### config.mk
export PLATFORM = sky130hd
export DESIGN_NAME = random_history
export DESIGN_NICKNAME = d
export VERILOG_FILES = /design/src/rtl/random_history.sv
export SDC_FILE = /design/constraint.sdc
export NUM_CORES = 1
export LEC_CHECK = 0
export ABC_CLOCK_PERIOD_IN_PS = 6900
export BUFFER_PORTS_ARGS = -buffer_cell sky130_fd_sc_hd__buf_2
export CORE_AREA = 2 2 72 74
export DETAILED_ROUTE_END_ITERATION = 8
export DIE_AREA = 0 0 74 76
export PLACE_DENSITY = 0.74
export SLEW_MARGIN = 25
export SYNTH_ARGS = -nofsm -noshare
export SYNTH_HDL_FRONTEND = slang
export SYNTH_SLANG_ARGS = --single-unit
### constraint.sdc
create_clock -name i_clk -period 6.9 [get_ports i_clk]
set_clock_uncertainty 0.1 [all_clocks]
set_input_delay 1.38 -clock i_clk [delete_from_list [all_inputs] [get_ports i_clk]]
set_output_delay 1.38 -clock i_clk [all_outputs]
set_load 0.1 [all_outputs]
### src/rtl/random_history.sv
// ---------------------------------------------------------------------------
// random_history
//   Keeps the final value of each random roll in a circular history buffer
//   and selects the value shown on the display.
//   While a roll is running the live generator value is shown. Otherwise the
//   user steps through past results with the prev/next keys.
//
// Ports
//   i_clk      rising-edge system clock
//   i_rst_n    asynchronous active-low reset; clears history and outputs
//   i_value    current generator output
//   i_rolling  level, high while the generator rolls
//   i_commit   one-cycle pulse, i_value is the final result of the roll
//   i_prev     one-cycle pulse, step to an older entry
//   i_next     one-cycle pulse, step to a newer entry
//   o_display  registered value to show
//   o_offset   browse offset, 0 = newest entry
//   o_count    number of valid entries, 0..DEPTH
//   o_live     high while showing the live value
// ---------------------------------------------------------------------------
module random_history #(
  parameter  int DEPTH  = 8,
  parameter  int DATA_W = 4,
  localparam int AW     = $clog2(DEPTH)
) (
  input  logic              i_clk,
  input  logic              i_rst_n,
  input  logic [DATA_W-1:0] i_value,
  input  logic              i_rolling,
  input  logic              i_commit,
  input  logic              i_prev,
  input  logic              i_next,
  output logic [DATA_W-1:0] o_display,
  output logic [AW-1:0]     o_offset,
  output logic [AW:0]       o_count,
  output logic              o_live
);

  typedef enum logic [1:0] {
    S_EMPTY  = 2'd0,
    S_LIVE   = 2'd1,
    S_BROWSE = 2'd2
  } state_e;

  localparam logic [AW-1:0] PTR_ONE = AW'(1);
  localparam logic [AW:0]   CNT_ONE = (AW + 1)'(1);
  localparam logic [AW:0]   CNT_MAX = (AW + 1)'(DEPTH);

  state_e              state_q,   state_d;
  logic [AW-1:0]       wr_ptr_q,  wr_ptr_d;
  logic [AW:0]         count_q,   count_d;
  logic [AW-1:0]       offset_q,  offset_d;
  logic [DATA_W-1:0]   display_q, display_d;
  logic                live_q,    live_d;
  logic [DATA_W-1:0]   mem_q [DEPTH];
  logic                wr_en;
  logic [AW-1:0]       rd_addr;

  // Next-state, pointer, counter, offset and display selection
  always_comb begin
    state_d   = state_q;
    wr_ptr_d  = wr_ptr_q;
    count_d   = count_q;
    offset_d  = offset_q;
    wr_en     = 1'b0;
    rd_addr   = '0;
    display_d = '0;
    live_d    = 1'b0;

    case (state_q)
      S_EMPTY: begin
        if (i_rolling) begin
          state_d = S_LIVE;
        end else begin
          state_d = S_EMPTY;
        end
      end
      S_LIVE: begin
        // A commit wins over the rolling level in the same cycle.
        if (i_commit) begin
          wr_en    = 1'b1;
          wr_ptr_d = wr_ptr_q + PTR_ONE;
          if (count_q != CNT_MAX) begin
            count_d = count_q + CNT_ONE;
          end else begin
            count_d = count_q;
          end
          offset_d = '0;
          state_d  = S_BROWSE;
        end else if (!i_rolling) begin
          // Aborted roll: fall back to history, or empty if there is none.
          offset_d = '0;
          if (count_q != '0) begin
            state_d = S_BROWSE;
          end else begin
            state_d = S_EMPTY;
          end
        end else begin
          state_d = S_LIVE;
        end
      end
      S_BROWSE: begin
        if (i_rolling) begin
          state_d = S_LIVE;
        end else if (i_prev && !i_next) begin
          // Oldest valid entry sits at offset count-1.
          if (({1'b0, offset_q} + CNT_ONE) < count_q) begin
            offset_d = offset_q + PTR_ONE;
          end else begin
            offset_d = offset_q;
          end
        end else if (i_next && !i_prev) begin
          if (offset_q != '0) begin
            offset_d = offset_q - PTR_ONE;
          end else begin
            offset_d = offset_q;
          end
        end else begin
          offset_d = offset_q;
        end
      end
      default: begin
        state_d = S_EMPTY;
      end
    endcase

    // Newest entry lives one slot behind the write pointer; wraps in AW bits.
    rd_addr = wr_ptr_q - PTR_ONE - offset_d;

    case (state_d)
      S_LIVE: begin
        display_d = i_value;
      end
      S_BROWSE: begin
        // The slot being written this cycle is not readable yet; bypass it.
        if (wr_en) begin
          display_d = i_value;
        end else begin
          display_d = mem_q[rd_addr];
        end
      end
      S_EMPTY: begin
        display_d = '0;
      end
      default: begin
        display_d = '0;
      end
    endcase

    live_d = (state_d == S_LIVE);
  end

  // Control and output registers
  always_ff @(posedge i_clk or negedge i_rst_n) begin
    if (!i_rst_n) begin
      state_q   <= S_EMPTY;
      wr_ptr_q  <= '0;
      count_q   <= '0;
      offset_q  <= '0;
      display_q <= '0;
      live_q    <= 1'b0;
    end else begin
      state_q   <= state_d;
      wr_ptr_q  <= wr_ptr_d;
      count_q   <= count_d;
      offset_q  <= offset_d;
      display_q <= display_d;
      live_q    <= live_d;
    end
  end

  // History storage, cleared on reset so stale rolls never reappear
  always_ff @(posedge i_clk or negedge i_rst_n) begin
    if (!i_rst_n) begin
      for (int i = 0; i < DEPTH; i++) begin
        mem_q[i] <= '0;
      end
    end else if (wr_en) begin
      mem_q[wr_ptr_q] <= i_value;
    end
  end

  assign o_display = display_q;
  assign o_offset  = offset_q;
  assign o_count   = count_q;
  assign o_live    = live_q;

endmodule

==> results of run 1 <==
-- path summary, 6_finish.rpt --
kind | startpoint | to | slack [ps] | cells past startpoint
worst max-delay path | i_next | o_display[3] | 2910 | 13
worst min-delay path | mem_q[9] | mem_q[9] | 410 | 1
worst max register to register | o_offset[0] | o_display[3] | 3060 | 15
worst min register to register | mem_q[9] | mem_q[9] | 410 | 1
max in group asynchronous | i_rst_n | o_display[3] | 5300 | 1
min in group asynchronous | i_rst_n | mem_q[14] | 990 | 1
-- registers in the layout, summed over array words and instances, names as in the netlist --
signal and count:
mem_q 32, o_count 4, o_display 4, o_live 1, o_offset 3, state_q 2
wr_ptr_q 3
-- cell type report --
cell class	count	share of cell area [%]
Tap cell	70	2.97
Inverter	14	1.78
Multi-Input combinational cell	150	45.9
Timing Repair Buffer	21	3.65
Clock inverter	2	1.27
Clock buffer	6	2.80
Sequential cell	49	41.6
-- placed cells by master (no fill, tap or decap), types with 2 or more instances in the layout --
cell type	netlist	layout
nor2_1	5	5
a21oi_1	8	8
nand2b_1	2	2
a21o_1	2	2
nand2_1	21	21
nor3_1	6	6
o21a_1	2	2
buf_2	0	20
inv_1	14	14
o21ai_0	4	4
nand3_1	2	2
o31ai_1	2	2
clkbuf_8	0	6
ha_1	16	16
o211ai_2	4	4
xnor2_1	5	5
dfrtp_1	49	49
nand4_1	5	5
mux2_2	34	34
mux4_2	8	8
-- cell families (layout without fill, tap and decap cells) --
kind of cell / after synthesis / in the layout / share of synthesized area, %
adder cells (fa/ha/maj): 17 / 17 / 8.30
AND/OR/NAND/NOR: 53 / 53 / 10.4
AO/OA/AOI/OAI: 32 / 32 / 9.05
buffers and inverters: 20 / 43 / 2.83
multiplexers: 42 / 42 / 21.2
flip-flops: 49 / 49 / 46.2
XOR/XNOR: 6 / 6 / 1.98
-- per-stage QoR --
step | std cells | total power [mW]
floorplan | 219 | 1.08
global placement | 304 | 1.21
detailed placement | 304 | 1.23
CTS | 312 | 1.44
global route | 312 | 1.53
finish | 312 | 1.43
-- per-layer routing --
| layer | routed length, um | vias up | global-route usage, % | share of wire [%] |
|---|---|---|---|---|
| met3 | 182 | 13 | 4.50 | 3.6 |
| li1 | - | 839 | - | - |
| met4 | 127 | 0 | 7.64 | 2.5 |
| met1 | 2250 | 876 | 28.5 | 45 |
| met2 | 2470 | 41 | 30.7 | 49 |
| met5 | 0 | - | 0 | 0 |
-- report_power, final --
group | total [mW] | switching, mW | internal, mW
sequential | 0.504 | 0.0920 | 0.412
combinational | 0.715 | 0.431 | 0.285
clock | 0.214 | 0.0963 | 0.118
total | 1.43 | 0.619 | 0.814
-- synthesized netlist by cell type, drive strengths merged (4+ instances only) --
cell type	n
dfrtp	49
mux2	34
nand2	21
ha	16
inv	14
a21oi	8
mux4	8
nor3	6
clkbuf	5
nand4	5
nor2	5
o211ai	5
xnor2	5
o21ai	4
-- worst max-delay path, cell delays in order --
cell and delay (ps):
buf_2 110, or3b_1 400, a21oi_1 160, a21oi_1 100, nand2_1 80, nand3_1 70
a21oi_1 200, ha_1 170, inv_1 50, fa_1 740, mux4_2 380, nand4_1 130
o211ai_2 100
==> impl_results.md, run 1 <==
* I/O Pins at 22
* PortBufs at 21
* Post-place setup slack at 2590 ps
* Count of unique library cells instantiated by Yosys at 44
* Vias/cell at 5.67
* Post-synth net total at 246
* Power Dens Cells at 486 mW/mm^2
* CTS sink cnt at 49
* Post-route ant nets at 0
* Crit end category: flip-flop
* Post-DP Area at 0.00283 mm^2
* Worst min-delay path class: reg -> reg
* # setup viols final at 0
* Root Driver: clkbuf_8
* Vias at 1769
* Part of the Yosys area used for sequential elements at 46.2%
* Die Y at 76 um
* Final WS setup at 2910 ps
* Layout area overhead at 11.0%
* Crit Path Category: in -> reg
* Top-area cell type share of the netlist area at 46.2%
* Yosys reg bits at 49
* Fin area at 0.00295 mm^2
* Filler cell count at 414
* Worst Path Arrival at 4070 ps
* H-tree Lvls at 2
* CTS tree: built
* Avg Cell Area, Syn at 12.1 um^2
* Maximum vdd drop at 0.000251 V
* Overflow after GRT at 0
* Width of the chip at 74 um
* WL per Instance at 16.1 um
* First-pass GRT wire length at 8560 um
* Max Transition Viols Final at 0
* Leak at 1.36 nW
* DIE AREA at 0.00562 mm^2
* Cell Area, Synth at 0.00265 mm^2
* Register area at 0.00123 mm^2
* Required time worst endpoint at 6980 ps
* Main area contributors after synthesis: dfrtp_1 46%, mux2_2 14%, ha_1 7.5%
* Crit Path Max Fanout at 8
* Antenna diodes at 0
* CP startpoint kind: input port
* Status: completed
* Synth async-reset ratio at 100%
* Total Wirelength at 5030 um
* Post-synth EDFFs at 0
* All-Layer GR Usage at 20.3%
* Routability-driven placement congestion ratio at 0.858
* Max-cap viol count at 0
* Post-CTS Setup Bufs at 0
* Initial Util at 54.0%
* Slew at the pin with the worst max-slew slack at 920 ps
* Vias in the first global route at 1732
* Number of remaining DRC errors at 0
* Largest net degree at the start of global routing at 50
* Post-Syn Instances at 219
* Synth area leader: dfrtp_1
* PostCTS Resize Cnt at 0
* RSZ-0062 raised after global routing: false
* Core box area at 0.00491 mm^2
* Min cycle time layout at 3990 ps
* Antenna violations before repair at 0
* Fin Setup TNS at 0 ps
* Reg clk slew, reported paths at 80 ps
* Final hold slack at 408 ps
* Slew margin rel. at 38.5%
* Final period utilization at 57.8%
* Clock latency on the worst-skew pair at 310 ps
* CTS max path bufs at 2
* Router iterations before antenna repair at 4
* Ys flop type: dfrtp_1
* CTS Hold Buffers Added at 0
* Row Count at 26
* Final core utilization at 60.0%
* Final #Nets at 268
* Area of the multi-input gates at 0.00135 mm^2
* Synth Warn # at 0
* Iteration-0 DRC Markers at 88
* DP HPWL at 3650 um
* Max Fclk at 0.251 GHz
* Fin. Hold Viols at 0
* Layout cells sized above 1 at 31.8%
* CTS Buf Count at 5
Power figures use the tool's default switching activity.
==> run 2, diff against run 1 <==
Settings changed: ABC_CLOCK_PERIOD_IN_PS 6900 to 4000.
Clock period 6.9 ns to 4 ns, I/O delays scaled along.
==> run 2 against run 1 <==
Sequential share of layout area fell by 0.39 points. Flip-flop and latch count did not move. Cell count rose by 1.3%. Global-route usage rose by 0.59 points. Worst setup slack got worse by 2800 ps. Largest cell class unchanged. Largest power group unchanged.
==> impl_results.md, run 2 (synthesis results as in run 1) <==
* CTS max path bufs at 2 (unchanged)
* Fin. Hold Viols at 0 (unchanged)
* Filler cell count at 401 (was 414)
* First-pass GRT wire length at 8910 um (was 8560 um)
* # setup viols final at 0 (unchanged)
* CP startpoint kind: flip-flop (was input port)
* Max Transition Viols Final at 0 (unchanged)
* PortBufs at 21 (unchanged)
* Router iterations before antenna repair at 4 (unchanged)
* Slew margin rel. at 52.8% (was 38.5%)
* Iteration-0 DRC Markers at 73 (was 88)
* Final core utilization at 60.7% (was 60.0%)
* CTS Buf Count at 5 (unchanged)
* Core box area at 0.00491 mm^2 (unchanged)
* Layout area overhead at 12.3% (was 11.0%)
* CTS sink cnt at 49 (unchanged)
* Biggest register: mem_q (unchanged)
* Clock latency on the worst-skew pair at 300 ps (was 310 ps)
* Layout cells sized above 1 at 34.1% (was 31.8%)
* Status: completed (unchanged)
* Row Count at 26 (unchanged)
* Worst Path Arrival at 3990 ps (was 4070 ps)
* Vias/cell at 5.66 (was 5.67)
* Root Driver: clkbuf_8 (unchanged)
* Number of remaining DRC errors at 0 (unchanged)
* Fin area at 0.00298 mm^2 (was 0.00295 mm^2)
* Commonest non-fill, non-tap cell in the layout: dfrtp_1 (unchanged)
* Vias at 1790 (was 1769)
* WL per Instance at 16.5 um (was 16.1 um)
* Reg clk slew, reported paths at 90 ps (was 80 ps)
* Overflow after GRT at 0 (unchanged)
* Reg2reg start: o_offset[0] (unchanged)
* Critical R2R Capture: o_display[1] (was o_display[3])
* Max-cap viol count at 0 (unchanged)
* Leak at 1.37 nW (was 1.36 nW)
* Min cycle time layout at 3860 ps
* Die Y at 76 um (unchanged)
* Post-route ant nets at 0 (unchanged)
* Post-CTS Setup Bufs at 0 (unchanged)
* Final period utilization at 96.6%
* Antenna diodes at 0 (unchanged)
* Crit end category: flip-flop (unchanged)
* Final #Nets at 272 (was 268)
* Final non-filler cell total at 316 (was 312)
* All-Layer GR Usage at 20.8% (was 20.3%)
* Initial Util at 54.0% (unchanged)
* Crit Path Category: reg -> reg (was in -> reg)
* Largest net degree at the start of global routing at 28 (was 50)
* Vias in the first global route at 1816 (was 1732)
* Number of flip-flops in the largest register at 32 (unchanged)
* DP HPWL at 3760 um (was 3650 um)
* Width of the chip at 74 um (unchanged)
* Power Dens Cells at 842 mW/mm^2 (was 486 mW/mm^2)
* DIE AREA at 0.00562 mm^2 (unchanged)
* R2R setup slack at 140 ps (was 3060 ps)
* Total Wirelength at 5230 um (was 5030 um)
* Fin Setup TNS at 0 ps (unchanged)
* Antenna violations before repair at 0 (unchanged)
* Required time worst endpoint at 4120 ps (was 6980 ps)
* Crit Path Max Fanout at 6 (was 8)
* Commonest cells after routing, fill and taps aside: 47 x dfrtp_1, 34 x mux2_2, 21 x nand2_1, 21 x buf_2, 16 x ha_1 (was 49 x dfrtp_1, 34 x mux2_2, 21 x nand2_1, 20 x buf_2, 16 x ha_1)
* H-tree Lvls at 2 (unchanged)
* Maximum vdd drop at 0.000420 V (was 0.000251 V)
* Max Fclk at 0.259 GHz
* Slew at the pin with the worst max-slew slack at 702 ps (was 920 ps)
* Placed cell count at 308 (was 304)
* Post-DP Area at 0.00286 mm^2 (was 0.00283 mm^2)
* I/O Pins at 22 (unchanged)
* CTS tree: built (unchanged)
* Total power draw at 2.51 mW (was 1.43 mW)
* Routability-driven placement congestion ratio at 0.870 (was 0.858)
* FF-to-FF path depth at 16 (was 15)
* Worst min-delay path class: in -> async (was reg -> reg)
run 2: how the worst max path moves through the flow:
stage / to / startpoint / slack (ps)
after global placement: o_display[2] / i_next / 310
final: o_display[1] / o_offset[0] / 140
after global routing: o_display[1] / o_offset[0] / -40
after floorplan: o_display[0] / o_offset[0] / 70
after detailed placement: o_display[1] / o_offset[0] / 230
after CTS: o_display[1] / o_offset[0] / 200
run 2: repair_timing:
item                                    in CTS  in global routing
hold endpoints to repair                     0                  0
endpoints found under the setup margin       0                  4
resized for setup                            0                  1
hold buffers                                 0                  0
run 2: routing by layer:
| metal | up-vias | track usage (%) | share of wire, % |
|---|---|---|---|
| li1 | 846 | - | - |
| met1 | 894 | 28.0 | 44 |
| met5 | - | 0 | 0 |
| met2 | 39 | 34.3 | 50 |
| met3 | 11 | 3.97 | 3.7 |
| met4 | 0 | 5.82 | 2.1 |
run 2: final cells by class:
cell class	count	area, um^2	area share, %
Clock buffer	6	82.6	2.77
Clock inverter	2	37.5	1.26
Inverter	14	52.6	1.76
Multi-Input combinational cell	150	1360	45.5
Sequential cell	49	1230	41.2
Tap cell	70	87.6	2.94
Timing Repair Buffer	25	135	4.53
run 2: worst max-delay path: stages, from the launching register on:
cell and delay (ps):
dfrtp_2 430, inv_1 90, ha_1 350, ha_1 280, a21boi_0 140, o211ai_1 240
a21oi_1 130, nand2_1 90, nand3_1 100, a21oi_2 210, ha_1 180, inv_1 50
fa_1 370, xnor2_1 160, or4_4 470, and2_4 210, o211ai_2 170
run 2: power breakdown:
part | internal (mW) | total (mW) | switching (mW)
logic | 0.507 | 1.28 | 0.773
clock network | 0.203 | 0.366 | 0.162
registers | 0.710 | 0.863 | 0.153
run 2: metrics by stage:
step | setup WS, ps | hold WS [ps]
after floorplan | 68.2 | 374
after global placement | 305 | 383
after detailed placement | 228 | 389
after CTS | 198 | 410
after global routing | -41.9 | 430
final | 136 | 405
==> run 3, diff against run 2 <==
Settings changed: CAP_MARGIN set to 10, CORE_AREA 2 2 72 74 to 2 2 79 81, DIE_AREA 0 0 74 76 to 0 0 81 83, PLACE_DENSITY 0.74 to unset.
==> run 3 against run 2 <==
Sequential share of layout area hardly changed. Fmax up 3.9%. Worst setup slack improved by 150 ps. Critical path type unchanged. Clock power hardly changed. Largest power group unchanged. Combinational power hardly changed. Worst hold slack worse by 2.2 ps. Cell count up 1.3%. Count of clock-buffer cells in the layout increased by 1. Die area is 20% higher. Routed wire length is 0.48% lower. First-iteration DRC count decreased by 33%. Critical path depth stayed put.
==> impl_results.md, run 3 (synthesis results as in run 1) <==
* Number of remaining DRC errors at 0 (unchanged)
* Commonest cells after routing, fill and taps aside: 47 x dfrtp_1, 34 x mux2_2, 21 x nand2_1, 20 x buf_2, 16 x ha_1 (was 47 x dfrtp_1, 34 x mux2_2, 21 x nand2_1, 21 x buf_2, 16 x ha_1)
* # setup viols final at 0 (unchanged)
* CTS tree: built (unchanged)
* Maximum vdd drop at 0.000378 V (was 0.000420 V)
* Area of the multi-input gates at 0.00136 mm^2 (unchanged)
* Routability-driven placement congestion ratio at 0.787 (was 0.870)
* Vias in the first global route at 1786 (was 1816)
* Layout area overhead at 12.2% (was 12.3%)
* Post-place setup slack at 208 ps (was 228 ps)
* Largest net degree at the start of global routing at 50 (was 28)
* WL per Instance at 16.3 um (was 16.5 um)
* CTS max path bufs at 2 (unchanged)
* Post-DP Area at 0.00286 mm^2 (about the same)
* CP startpoint kind: flip-flop (unchanged)
* Layout cells sized above 1 at 33.5% (was 34.1%)
* Slew margin rel. at 52.3% (was 52.8%)
* Final period utilization at 93.0% (was 96.6%)
* Iteration-0 DRC Markers at 49 (was 73)
* Final WS setup at 282 ps (was 136 ps)
* Fin Setup TNS at 0 ps (unchanged)
* Overflow after GRT at 0 (unchanged)
* Router iterations before antenna repair at 4 (unchanged)
* PortBufs at 21 (unchanged)
* Required time worst endpoint at 4130 ps (was 4120 ps)
* Antenna violations before repair at 0 (unchanged)
* Post-route ant nets at 0 (unchanged)
* Reg clk slew, reported paths at 90 ps (about the same)
* Filler cell count at 541 (was 401)
* Biggest register: mem_q (unchanged)
* Vias at 1725 (was 1790)
* Max-cap viol count at 0 (unchanged)
* Crit Path Category: reg -> reg (unchanged)
* Worst Path Arrival at 3850 ps (was 3990 ps)
* Commonest non-fill, non-tap cell in the layout: dfrtp_1 (unchanged)
* Worst min-delay path class: in -> async (unchanged)
* Die Y at 83 um (was 76 um)
* Root Driver: clkbuf_8 (unchanged)
* Power Dens Cells at 839 mW/mm^2 (was 842 mW/mm^2)
* Initial Util at 45.6% (was 54.0%)
* Critical Path, Cell by Cell: inv_1 -> ha_1 -> ha_1 -> a21boi_0 -> o211ai_1 -> a21oi_1 -> nand2_1 -> nand3_1 -> a21oi_2 -> ha_1 -> inv_1 -> fa_1 -> xnor2_1 -> or4_4 -> and2_4 -> o211ai_2 (unchanged)
* Antenna diodes at 0 (unchanged)
* Max Fclk at 0.269 GHz (was 0.259 GHz)
* H-tree Lvls at 2 (unchanged)
* Crit end category: flip-flop (unchanged)
* Width of the chip at 81 um (was 74 um)
* Min cycle time layout at 3720 ps (was 3860 ps)
* Leak at 1.37 nW (about the same)
* Slowest CP cell: or4_4 (unchanged)
* Fin. Hold Viols at 0 (unchanged)
* DIE AREA at 0.00672 mm^2 (was 0.00562 mm^2)
* I/O Pins at 22 (unchanged)
* CTS Buf Count at 5 (unchanged)
* CTS sink cnt at 49 (unchanged)
* Slew at the pin with the worst max-slew slack at 710 ps (was 702 ps)
* Vias/cell at 5.39 (was 5.66)
* All-Layer GR Usage at 16.9% (was 20.8%)
* Final #Nets at 271 (was 272)
* Clock latency on the worst-skew pair at 300 ps (about the same)
* Total Wirelength at 5200 um (was 5230 um)
* Core box area at 0.00582 mm^2 (was 0.00491 mm^2)
* Register area at 0.00123 mm^2 (unchanged)
* DP HPWL at 3780 um (was 3760 um)
* Max Transition Viols Final at 0 (unchanged)
* Number of flip-flops in the largest register at 32 (unchanged)
* First-pass GRT wire length at 8790 um (was 8910 um)
* Worst path max stage delay at 460 ps (was 470 ps)
* Status: completed (unchanged)
* Final hold slack at 403 ps (was 405 ps)
* Crit Path Max Fanout at 6 (unchanged)
* Row Count at 28 (was 26)
* CP most frequent cell: ha_1 (unchanged)
* Fin area at 0.00298 mm^2 (about the same)
==> run 3: area by class of cell <==
type | count | area share [%]
Timing Repair Buffer | 24 | 4.37
Multi-Input combinational cell | 150 | 45.5
Inverter | 14 | 1.76
Clock inverter | 1 | 1.01
Sequential cell | 49 | 41.3
Clock buffer | 7 | 2.90
Tap cell | 75 | 3.15
==> run 3: layer usage <==
metal	global-route usage, %	vias to the layer above	part of all wire, %
met5	0	-	0
met4	5.08	0	1.3
met3	2.93	6	2.5
met2	26.7	20	48
met1	23.8	859	48
li1	-	840	-
==> run 3: metrics by stage <==
stage,utilization [%],instances,total power [mW]
floorplan,-,219,1.87
global placement,49.1,312,2.13
detailed placement,49.1,312,2.14
CTS,51.1,320,2.52
global route,51.2,320,2.67
finish,51.2,320,2.50
==> run 3: worst paths after layout <==
kind	start	endpoint	slack (ps)	depth (start not counted)
min in group i_clk	mem_q[3]	mem_q[3]	410	1
max reg2reg	o_offset[0]	o_display[3]	280	16
min reg2reg	mem_q[3]	mem_q[3]	410	1
max in group asynchronous	i_rst_n	o_offset[0]	2930	1
min	i_rst_n	mem_q[2]	400	1
max	o_offset[0]	o_display[3]	280	16
==> run 3: repair_timing <==
| action | 4_1_cts | 5_1_grt |
|---|---|---|
| endpoints found under the setup margin | 0 | 4 |
| gates resized for setup | 0 | 1 |
| setup buffers | 0 | 0 |
| hold buffers | 0 | 0 |
==> run 3: power breakdown <==
part | internal [mW] | switching [mW] | total [mW]
Clock | 0.204 | 0.160 | 0.364
Combinational | 0.505 | 0.768 | 1.27
Sequential | 0.710 | 0.152 | 0.862
Total | 1.42 | 1.08 | 2.50
==> run 3: worst max-delay path: cells and delay by family, from the launching register on <==
family | cells | cell delay, ps
xor+xnor | 1 | 150
fa+ha+maj | 4 | 1160
buf+inv | 2 | 140
compound gates | 5 | 830
simple gates | 4 | 830
flops | 1 | 440
